**config.mk**
```make
export PLATFORM = sky130hd
export DESIGN_NAME = frame_buffer_writer
export DESIGN_NICKNAME = d
export VERILOG_FILES = /design/src/rtl/frame_buffer_writer.sv
export SDC_FILE = /design/constraint.sdc
export NUM_CORES = 1
export LEC_CHECK = 0
export ABC_AREA = 1
export ABC_CLOCK_PERIOD_IN_PS = 4800
export BUFFER_PORTS_ARGS = -buffer_cell sky130_fd_sc_hd__buf_2
export CAP_MARGIN = 5
export CORE_ASPECT_RATIO = 0.9
export CORE_MARGIN = 2
export CORE_UTILIZATION = 45
export CTS_BUF_LIST = sky130_fd_sc_hd__clkbuf_4
export DETAILED_ROUTE_END_ITERATION = 12
export PLACE_DENSITY = 0.59
export SYNTH_ARGS = -nofsm -noshare
export SYNTH_HDL_FRONTEND = slang
export SYNTH_SLANG_ARGS = --single-unit
export TNS_END_PERCENT = 50
```
**constraint.sdc**
```tcl
create_clock -name clock -period 4.8 [get_ports clock]
set_input_delay 0 -clock clock [delete_from_list [all_inputs] [get_ports clock]]
set_output_delay 0 -clock clock [all_outputs]
set_load 0.02 [all_outputs]
```
**src/rtl/frame_buffer_writer.sv**
```systemverilog
// -----------------------------------------------------------------------------
// frame_buffer_writer
//
// Avalon-MM burst write master feeding the HPS SDRAM frame buffer through the
// f2h_sdram0 port. Pixel words arrive on a valid/ready stream, are buffered in
// a small FIFO and written out as fixed-length bursts. Bursts are placed
// sequentially from the frame base and wrap back to it at the frame end.
// frame_start throws away any partial data and restarts at the frame base.
//
// Ports:
//   clock         system clock (clock_50 domain)
//   reset_n       asynchronous active-low reset
//   frame_start   one-cycle pulse: restart at the frame base, flush partial data
//   pixel_data    64-bit pixel word (two 32-bit pixels, low pixel first)
//   pixel_valid   pixel_data is valid
//   pixel_ready   word accepted when pixel_valid && pixel_ready
//   address       Avalon word address (byte address >> 3)
//   burstcount    constant BURST
//   waitrequest   slave stall
//   write         write request
//   writedata     beat data (FIFO head)
//   byteenable    constant 8'hFF
//   busy          burst in progress or FIFO non-empty
//   debug_value0  completed bursts since reset
//   debug_value1  {frames started[15:0], words dropped[15:0]}
// -----------------------------------------------------------------------------
module frame_buffer_writer #(
    parameter logic [29:0] ADDRESS    = 30'h3800_0000,
    parameter int unsigned LENGTH     = 800 * 480 * 4,
    parameter int unsigned BURST      = 8,
    parameter int unsigned FIFO_DEPTH = 16
) (
    input  logic        clock,
    input  logic        reset_n,
    input  logic        frame_start,
    input  logic [63:0] pixel_data,
    input  logic        pixel_valid,
    output logic        pixel_ready,
    output logic [28:0] address,
    output logic [7:0]  burstcount,
    input  logic        waitrequest,
    output logic        write,
    output logic [63:0] writedata,
    output logic [7:0]  byteenable,
    output logic        busy,
    output logic [31:0] debug_value0,
    output logic [31:0] debug_value1
);

    localparam int unsigned AW = $clog2(FIFO_DEPTH);
    localparam int unsigned CW = AW + 1;

    localparam logic [28:0]   BASE_WORD = 29'(ADDRESS >> 3);
    localparam logic [28:0]   END_WORD  = 29'((64'(ADDRESS) + 64'(LENGTH)) >> 3);
    localparam logic [28:0]   BURST_WORDS = 29'(BURST);
    localparam logic [CW-1:0] BURST_CNT = CW'(BURST);
    localparam logic [CW-1:0] DEPTH_CNT = CW'(FIFO_DEPTH);
    localparam logic [CW-1:0] CNT_ONE   = CW'(32'd1);
    localparam logic [AW-1:0] PTR_ONE   = AW'(32'd1);
    localparam logic [7:0]    BEAT_LAST = 8'(BURST - 1);

    typedef enum logic [0:0] {
        ST_IDLE  = 1'b0,
        ST_BURST = 1'b1
    } state_t;

    state_t        state_r;
    state_t        next_state_s;

    logic [63:0]   fifo_mem_r [FIFO_DEPTH];
    logic [AW-1:0] wr_ptr_r;
    logic [AW-1:0] rd_ptr_r;
    logic [CW-1:0] count_r;

    logic          restart_pending_r;
    logic          write_r;
    logic [28:0]   ptr_r;
    logic [7:0]    beat_r;
    logic [31:0]   bursts_r;
    logic [15:0]   frames_r;
    logic [15:0]   dropped_r;

    logic          fifo_full_s;
    logic          ready_s;
    logic          push_s;
    logic          pop_s;
    logic          last_beat_s;
    logic [CW-1:0] count_avail_s;
    logic          start_burst_s;
    logic          end_burst_s;
    logic          flush_s;
    logic [28:0]   ptr_next_s;
    logic [16:0]   dropped_sum_s;
    logic [15:0]   dropped_next_s;

    // Stream handshake, FIFO push/pop qualifiers and the running word count.
    always_comb begin
        fifo_full_s   = (count_r == DEPTH_CNT);
        // Pushes are refused while a restart is requested or pending so the
        // flush never races a new word into the FIFO.
        ready_s       = !fifo_full_s && !frame_start && !restart_pending_r;
        push_s        = pixel_valid && ready_s;
        pop_s         = write_r && !waitrequest;
        last_beat_s   = pop_s && (beat_r == BEAT_LAST);
        // Including this cycle's push lets the burst start one cycle after the
        // BURST-th word is accepted.
        count_avail_s = count_r + (push_s ? CNT_ONE : {CW{1'b0}});
    end

    // Burst pointer advance with wrap at the frame end, and saturating drop count.
    always_comb begin
        ptr_next_s     = ptr_r + BURST_WORDS;
        if (ptr_next_s == END_WORD) begin
            ptr_next_s = BASE_WORD;
        end else begin
            ptr_next_s = ptr_r + BURST_WORDS;
        end
        dropped_sum_s  = {1'b0, dropped_r} + 17'(count_r);
        if (dropped_sum_s[16]) begin
            dropped_next_s = 16'hFFFF;
        end else begin
            dropped_next_s = dropped_sum_s[15:0];
        end
    end

    // Next-state logic and one-cycle control strobes for the datapath.
    always_comb begin
        next_state_s  = state_r;
        start_burst_s = 1'b0;
        end_burst_s   = 1'b0;
        flush_s       = 1'b0;
        case (state_r)
            ST_IDLE: begin
                if (restart_pending_r) begin
                    flush_s      = 1'b1;
                    next_state_s = ST_IDLE;
                end else if (!frame_start && (count_avail_s >= BURST_CNT)) begin
                    start_burst_s = 1'b1;
                    next_state_s  = ST_BURST;
                end else begin
                    next_state_s = ST_IDLE;
                end
            end
            ST_BURST: begin
                if (last_beat_s) begin
                    end_burst_s  = 1'b1;
                    next_state_s = ST_IDLE;
                end else begin
                    next_state_s = ST_BURST;
                end
            end
            default: begin
                next_state_s = ST_IDLE;
            end
        endcase
    end

    // FSM state register.
    always_ff @(posedge clock or negedge reset_n) begin
        if (!reset_n) begin
            state_r <= ST_IDLE;
        end else begin
            state_r <= next_state_s;
        end
    end

    // FIFO storage; contents are meaningless until pointed at by the count.
    always_ff @(posedge clock) begin
        if (push_s) begin
            fifo_mem_r[wr_ptr_r] <= pixel_data;
        end
    end

    // FIFO pointers and occupancy; a flush discards everything unread.
    always_ff @(posedge clock or negedge reset_n) begin
        if (!reset_n) begin
            wr_ptr_r <= {AW{1'b0}};
            rd_ptr_r <= {AW{1'b0}};
            count_r  <= {CW{1'b0}};
        end else if (flush_s) begin
            rd_ptr_r <= wr_ptr_r;
            count_r  <= {CW{1'b0}};
        end else begin
            if (push_s) begin
                wr_ptr_r <= wr_ptr_r + PTR_ONE;
            end
            if (pop_s) begin
                rd_ptr_r <= rd_ptr_r + PTR_ONE;
            end
            case ({push_s, pop_s})
                2'b10:   count_r <= count_r + CNT_ONE;
                2'b01:   count_r <= count_r - CNT_ONE;
                default: count_r <= count_r;
            endcase
        end
    end

    // Burst master registers: write strobe, beat counter and frame pointer.
    always_ff @(posedge clock or negedge reset_n) begin
        if (!reset_n) begin
            write_r <= 1'b0;
            beat_r  <= 8'd0;
            ptr_r   <= BASE_WORD;
        end else begin
            if (start_burst_s) begin
                write_r <= 1'b1;
                beat_r  <= 8'd0;
            end else if (end_burst_s) begin
                write_r <= 1'b0;
                beat_r  <= 8'd0;
            end else if (pop_s) begin
                beat_r  <= beat_r + 8'd1;
            end
            if (flush_s) begin
                ptr_r <= BASE_WORD;
            end else if (end_burst_s) begin
                ptr_r <= ptr_next_s;
            end
        end
    end

    // Restart request and statistics counters.
    always_ff @(posedge clock or negedge reset_n) begin
        if (!reset_n) begin
            restart_pending_r <= 1'b0;
            bursts_r          <= 32'd0;
            frames_r          <= 16'd0;
            dropped_r         <= 16'd0;
        end else begin
            // A new request outranks the clear so back-to-back pulses are not lost.
            if (frame_start) begin
                restart_pending_r <= 1'b1;
                frames_r          <= frames_r + 16'd1;
            end else if (flush_s) begin
                restart_pending_r <= 1'b0;
            end
            if (flush_s) begin
                dropped_r <= dropped_next_s;
            end
            if (end_burst_s) begin
                bursts_r <= bursts_r + 32'd1;
            end
        end
    end

    assign pixel_ready  = ready_s;
    assign address      = ptr_r;
    assign burstcount   = 8'(BURST);
    assign write        = write_r;
    assign writedata    = fifo_mem_r[rd_ptr_r];
    assign byteenable   = 8'hFF;
    assign busy         = (state_r == ST_BURST) || (count_r != {CW{1'b0}});
    assign debug_value0 = bursts_r;
    assign debug_value1 = {frames_r, dropped_r};

endmodule

```
# Yosys cells after proc, flatten, opt, wreduce, memory -nomap -nowiden
# Memories as Yosys holds them, arrays and structs flattened.
# Cells that the tools add are included.
[word_totals]
n_memories = 1
reg_bits = 117
output_inout_bits = 176
ramBits = 1024
elab_cells = 76
[memory_table]
columns = ["name", "depth", "word_bits", "read_ports", "rd_clocked_by_memory_dff", "wr", "line_no", "rtl"]
rows = [
  ["fifo_mem_r", 16, 64, 1, 0, 1, "70", "logic [63:0] fifo_mem_r [FIFO_DEPTH];"],
]
[op_classes]
muxes = 27
add_sub_neg = 10
eq_ne = 5
magnitude_cmp = 1
reduce_logical = 19
bitwise_logic = 2
[op_table]
columns = ["cell", "count"]
rows = [
  ["two-way mux 29 bit", 3],
  ["adder 32 x 1 -> 32 bit (second input constant)", 1],
  ["adder 29 x 4 -> 29 bit (second input constant)", 1],
  ["== test 29 x 27 -> 1 bit (second input constant)", 1],
  ["two-way mux 8 bit", 3],
  ["adder 16 x 5 -> 17 bit", 1],
  ["adder 16 x 1 -> 16 bit (second input constant)", 1],
  ["two-way mux 16 bit", 1],
  ["two-way mux 1 bit", 15],
  ["case mux 5 bit (2 select lines)", 1],
  ["adder 4 x 1 -> 4 bit (second input constant)", 2],
  ["adder 8 x 1 -> 8 bit (second input constant)", 1],
  ["== test 8 x 3 -> 1 bit (second input constant)", 1],
  ["two-way mux 4 bit", 2],
  ["nonzero test 2 bit", 4],
  ["logical AND 1 bit", 6],
  ["nonzero test 3 bit", 2],
  ["adder 5 x 1 -> 5 bit", 1],
  ["adder 5 x 1 -> 5 bit (second input constant)", 1],
  ["== test 5 bit (second input constant)", 1],
  ["greater-or-equal comparator 5 x 4 -> 1 bit (second input constant)", 1],
  ["two-way mux 5 bit", 1],
  ["nonzero test 5 bit", 1],
  ["subtractor 5 x 1 -> 5 bit (second input constant)", 1],
  ["7 further kinds", 11],
]

# Longest topological paths before layout
[depth]
depth_word = 13
mapped_depth = 14
depth_no_buf = 14

# Worst setup path after synthesis
# OpenSTA, ideal clock, no wires.
[synth_path]
path_type = "reg-to-reg"
startpoint = "register count_r[3]"
endpoint = "memory fifo_mem_r[0][0], enable pin"
slack_ns = 0.668
stages_incl_launch_ff = 7
arrival_ns = 3.645
n_path_buf = 0
path_cell_list = "dfrtp_1 > nor4_1 > nand2_1 > nand3_2 > inv_1 > nand2_1 > nor2_1"
[synth_between]
elab_chain_len = 7
[synth_lines]
columns = ["item", "line_no", "rtl"]
rows = [
  ["start: declaration", "73", "logic [CW-1:0] count_r;"],
  ["start signal: assignment", "179", "count_r <= {CW{1'b0}};"],
  ["start signal: assignment", "182", "count_r <= {CW{1'b0}};"],
  ["start signal: assignment", "191", "2'b10: count_r <= count_r + CNT_ONE;"],
  ["== test 5 bit", "98", "fifo_full_s = (count_r == DEPTH_CNT);"],
  ["logical NOT 1 bit", "101", "ready_s = !fifo_full_s && !frame_start && !restart_pending_r;"],
  ["logical AND 1 bit (2 in series)", "101", ""],
  ["logical AND 1 bit", "102", "push_s = pixel_valid && ready_s;"],
  ["two-way mux 1 bit", "169", "if (push_s) begin"],
  ["two-way mux 1 bit (implied by the code)", "170", "fifo_mem_r[wr_ptr_r] <= pixel_data;"],
  ["end: declaration", "70", ""],
]
# No other way between the ends.

# Final worst setup path
[layout_path]
startpoint = "register rd_ptr_r[2]"
endpoint = "output writedata[52]"
[layout_between]
elab_chain_len = 1
[layout_lines]
columns = ["item", "line_no", "rtl"]
rows = [
  ["start: declaration", "72", "logic [AW-1:0] rd_ptr_r;"],
  ["start signal: assignment", "178", "rd_ptr_r <= {AW{1'b0}};"],
  ["start signal: assignment", "181", "rd_ptr_r <= wr_ptr_r;"],
  ["start signal: assignment", "188", "rd_ptr_r <= rd_ptr_r + PTR_ONE;"],
  ["memory read (16 x 64 bit)", "-", ""],
  ["end: declaration", "43", "output logic [63:0] writedata,"],
]
# No other way between the ends.

==> qor.yml <==
run_status:
  status: "finished, final reports clean"
detailed_routing:
  drc: 0
  drt_iter0_drc: 2972
  avgViaCountPerCell: 5.490
  drt_first_pass_iters: 5
  postRouteAntennaNets: 0
  vias: 31560
  wl_per_cell_um: 21.67
  wl_mm: 124.6
placement:
  dp_cells: 5091
  hpwl_mm: 62.77
  place.gp.congestion: 0.8345
  portBuffers: 225
critical_path:
  crit_buf_inv: 3
  cp.arrival_ns: 4.42
  cp_cell_sequence: "nand2_4, buf_4, buf_4, a21oi_1, a221oi_1, o21ai_0, nand2_1, buf_2"
  start_kind: "flop"
  max_stage_delay_ns: 0.78
  crit_top_cell: "buf_4"
  endpoint_kind: "primary output"
  cp_top_family: "buffers and inverters"
  crit_type: "reg -> out"
  worst-path-max-fanout: 47
  slowest_stage: "buf_4"
  cp.required_ns: 4.80
cells_and_area:
  drive_gt1_frac: 0.1882
  final_cell_mix: "edfxtp_1, nand2_1, clkbuf_4"
  area_growth_pct: 17.20
  final_cells: 5749
  final_util: 0.5303
  nNetsFinal: 4281
  layout_commonest_cell: "edfxtp_1"
clocking:
  holdBufCountCts: 138
  clk_pin_slew_ns: 0.06
  cts_setup_buffers: 0
  cts_num_sinks: 1138
  root_buffer: "clkbuf_4"
  cts_tree: "built"
  post_cts_resized: 0
  cts.path.max_buffers: 4
  clock_latency_ns: 1.19
  htree_levels: 5
  cts_made_buffers: 316
power_and_ir_drop:
  clkPwrFrac: 0.292
  power_density_mw_per_mm2: 542.3
  leakage_nw: 19.44
  comb_power_share: 0.314
  peakVddDrop_mv: 0.5193
  seq_power_share: 0.394
  p_switching_mw: 10.88
  p_int_mw: 18.32
  finalPower_mw: 29.20
  netSwitchingFraction: 0.3725
floorplan:
  initial_utilization: 0.4525
  io_pins: 245
  die_h_um: 307.1
  die-area_mm2: 0.1047
  core_area_mm2: 0.1015
  rows: 111
  die_w_um: 340.8
synth:
  ys_warn_count: 0
  syn-cell-area_mm2: 0.04594
  synth.avg_cell_area_um2: 12.55
  syn_inst: 3660
  synth_edf_count: 1024
  synthArstFlopShare: 0.1002
  yosysSeqAreaShare: 0.7316
  synth_cell_types: 45
  ys_seq_elements: 1138
  ys.flop_type: "edfxtp_1"
sta:
  min_period_over_period: 0.9200
  hold_viol: 0
  fin_skew_ns: 0.1297
  fin_setup_tns_ns: 0
  fmax_mhz: 226.5
  slew-limit-headroom: 0.1825
  period_minus_slack_ns: 4.416
  finalMaxSlewViolations: 0
  tightest_slew_ns: 1.226
  rsz0062_at_grt: "no"
  setup_viol: 0
global_route:
  antenna_found_initial: 3
  grt_pass1_vias: 30610
  grt_pass1_wl_mm: 188.1
  grt-ovfl-total: 0
  grt_usage: 0.2369
  grt_max_degree: 209
hold_path:
  hp-class: "in -> reg"
job:
  max-cap-violations: 0
[synthesized netlist by cell type (27+ instances only)]
| cell | instances | area share |
|---|---|---|
| edfxtp_1 | 1024 | 0.67 |
| nand2_1 | 664 | 0.054 |
| o21ai_0 | 365 | 0.040 |
| nor2_1 | 359 | 0.029 |
| a21oi_1 | 172 | 0.019 |
| nand3_1 | 161 | 0.018 |
| clkbuf_1 | 132 | 0.011 |
| dfrtp_1 | 111 | 0.060 |
| inv_1 | 105 | 0.0086 |
| o22ai_1 | 87 | 0.012 |
| a221oi_1 | 78 | 0.015 |
| nand4_1 | 68 | 0.0093 |
| buf_2 | 62 | 0.0068 |
| xor2_1 | 53 | 0.010 |
| o221ai_1 | 51 | 0.0097 |
| nor3_1 | 27 | 0.0029 |
[cell type report]
type	instances	area, um2
repair buffers	421	3151
fillers	8915	47680
clock buffers	473	3551
clock inverters	38	260.3
diodes	9	22.52
flip-flops and latches	1138	33620
well taps	1356	1697
multi-input cells	2205	11110
inverters	109	425.4
[cell families after synthesis]
group                    after synthesis  synth area share
adder cells (fa/ha/maj)               21          0.006047
other                                  2         0.0001635
flip-flops                          1138            0.7316
AND/OR/NAND/NOR                     1322            0.1203
buffers and inverters                334           0.03086
XOR/XNOR                              70           0.01335
AO/OA/AOI/OAI                        773           0.09776
[worst register-to-register path, cell delays in order (launching register included)]
cell and delay [ns]:
dfrtp_1 0.48, nor4_1 0.12, nand2_1 0.10, nand3_2 0.15, inv_1 0.25, nand2_1 0.29
nor2_4 0.90, buf_12 0.31
[power by group through the flow]
| stage | registers [mW] | clock network [mW] | logic [mW] |
|---|---|---|---|
| 2_1_floorplan | 11.6 | 0 | 5.76 |
| 3_3_place_gp | 11.7 | 0 | 9.04 |
| 3_5_place_dp | 11.7 | 0 | 9.06 |
| 4_1_cts | 11.5 | 8.73 | 9.18 |
| 5_1_grt | 11.5 | 9.26 | 10.0 |
| 6_report | 11.5 | 8.53 | 9.16 |
[through the flow]
stage          worst slack (ns)  hold slack, ns  area [um2]
6_report                 0.3842          0.4231       53840
5_1_grt                  0.2053          0.3562       53830
4_1_cts                  0.3763          0.2915       53820
3_5_place_dp              1.647          0.1882       48610
3_3_place_gp              1.664          0.1904       48610
2_1_floorplan            0.6684         -0.2956       46000
[flip-flops by register name (all words and copies together) (netlist names)]
register	count
fifo_mem_r	1024
debug_value0	32
address	26
dropped_r	16
frames_r	16
beat_r	8
count_r	5
rd_ptr_r	4
wr_ptr_r	4
restart_pending_r	1
state_r	1
write	1
[routing by layer]
metal	track usage	up-vias	routed length [um]
met3	0.04556	262	8430
li1	-	14620	-
met5	0	-	11
met1	0.3302	15560	54570
met4	0.08462	2	3070
met2	0.3725	1119	58500
[path summary, 6_finish.rpt]
kind                            slack (ns)          from  cells past startpoint                end
worst max register to register        1.87    count_r[0]                      7  fifo_mem_r[4][12]
worst min-delay path                  0.42   pixel_valid                      5        wr_ptr_r[0]
worst max-delay path                  0.38   rd_ptr_r[2]                      8      writedata[52]
worst min register to register        0.47  frames_r[15]                      1       frames_r[15]
min in group asynchronous             0.53       reset_n                      5        address[10]
max in group asynchronous             3.61       reset_n                      5          beat_r[3]
Note: power is estimated with default switching activity, not from simulation.
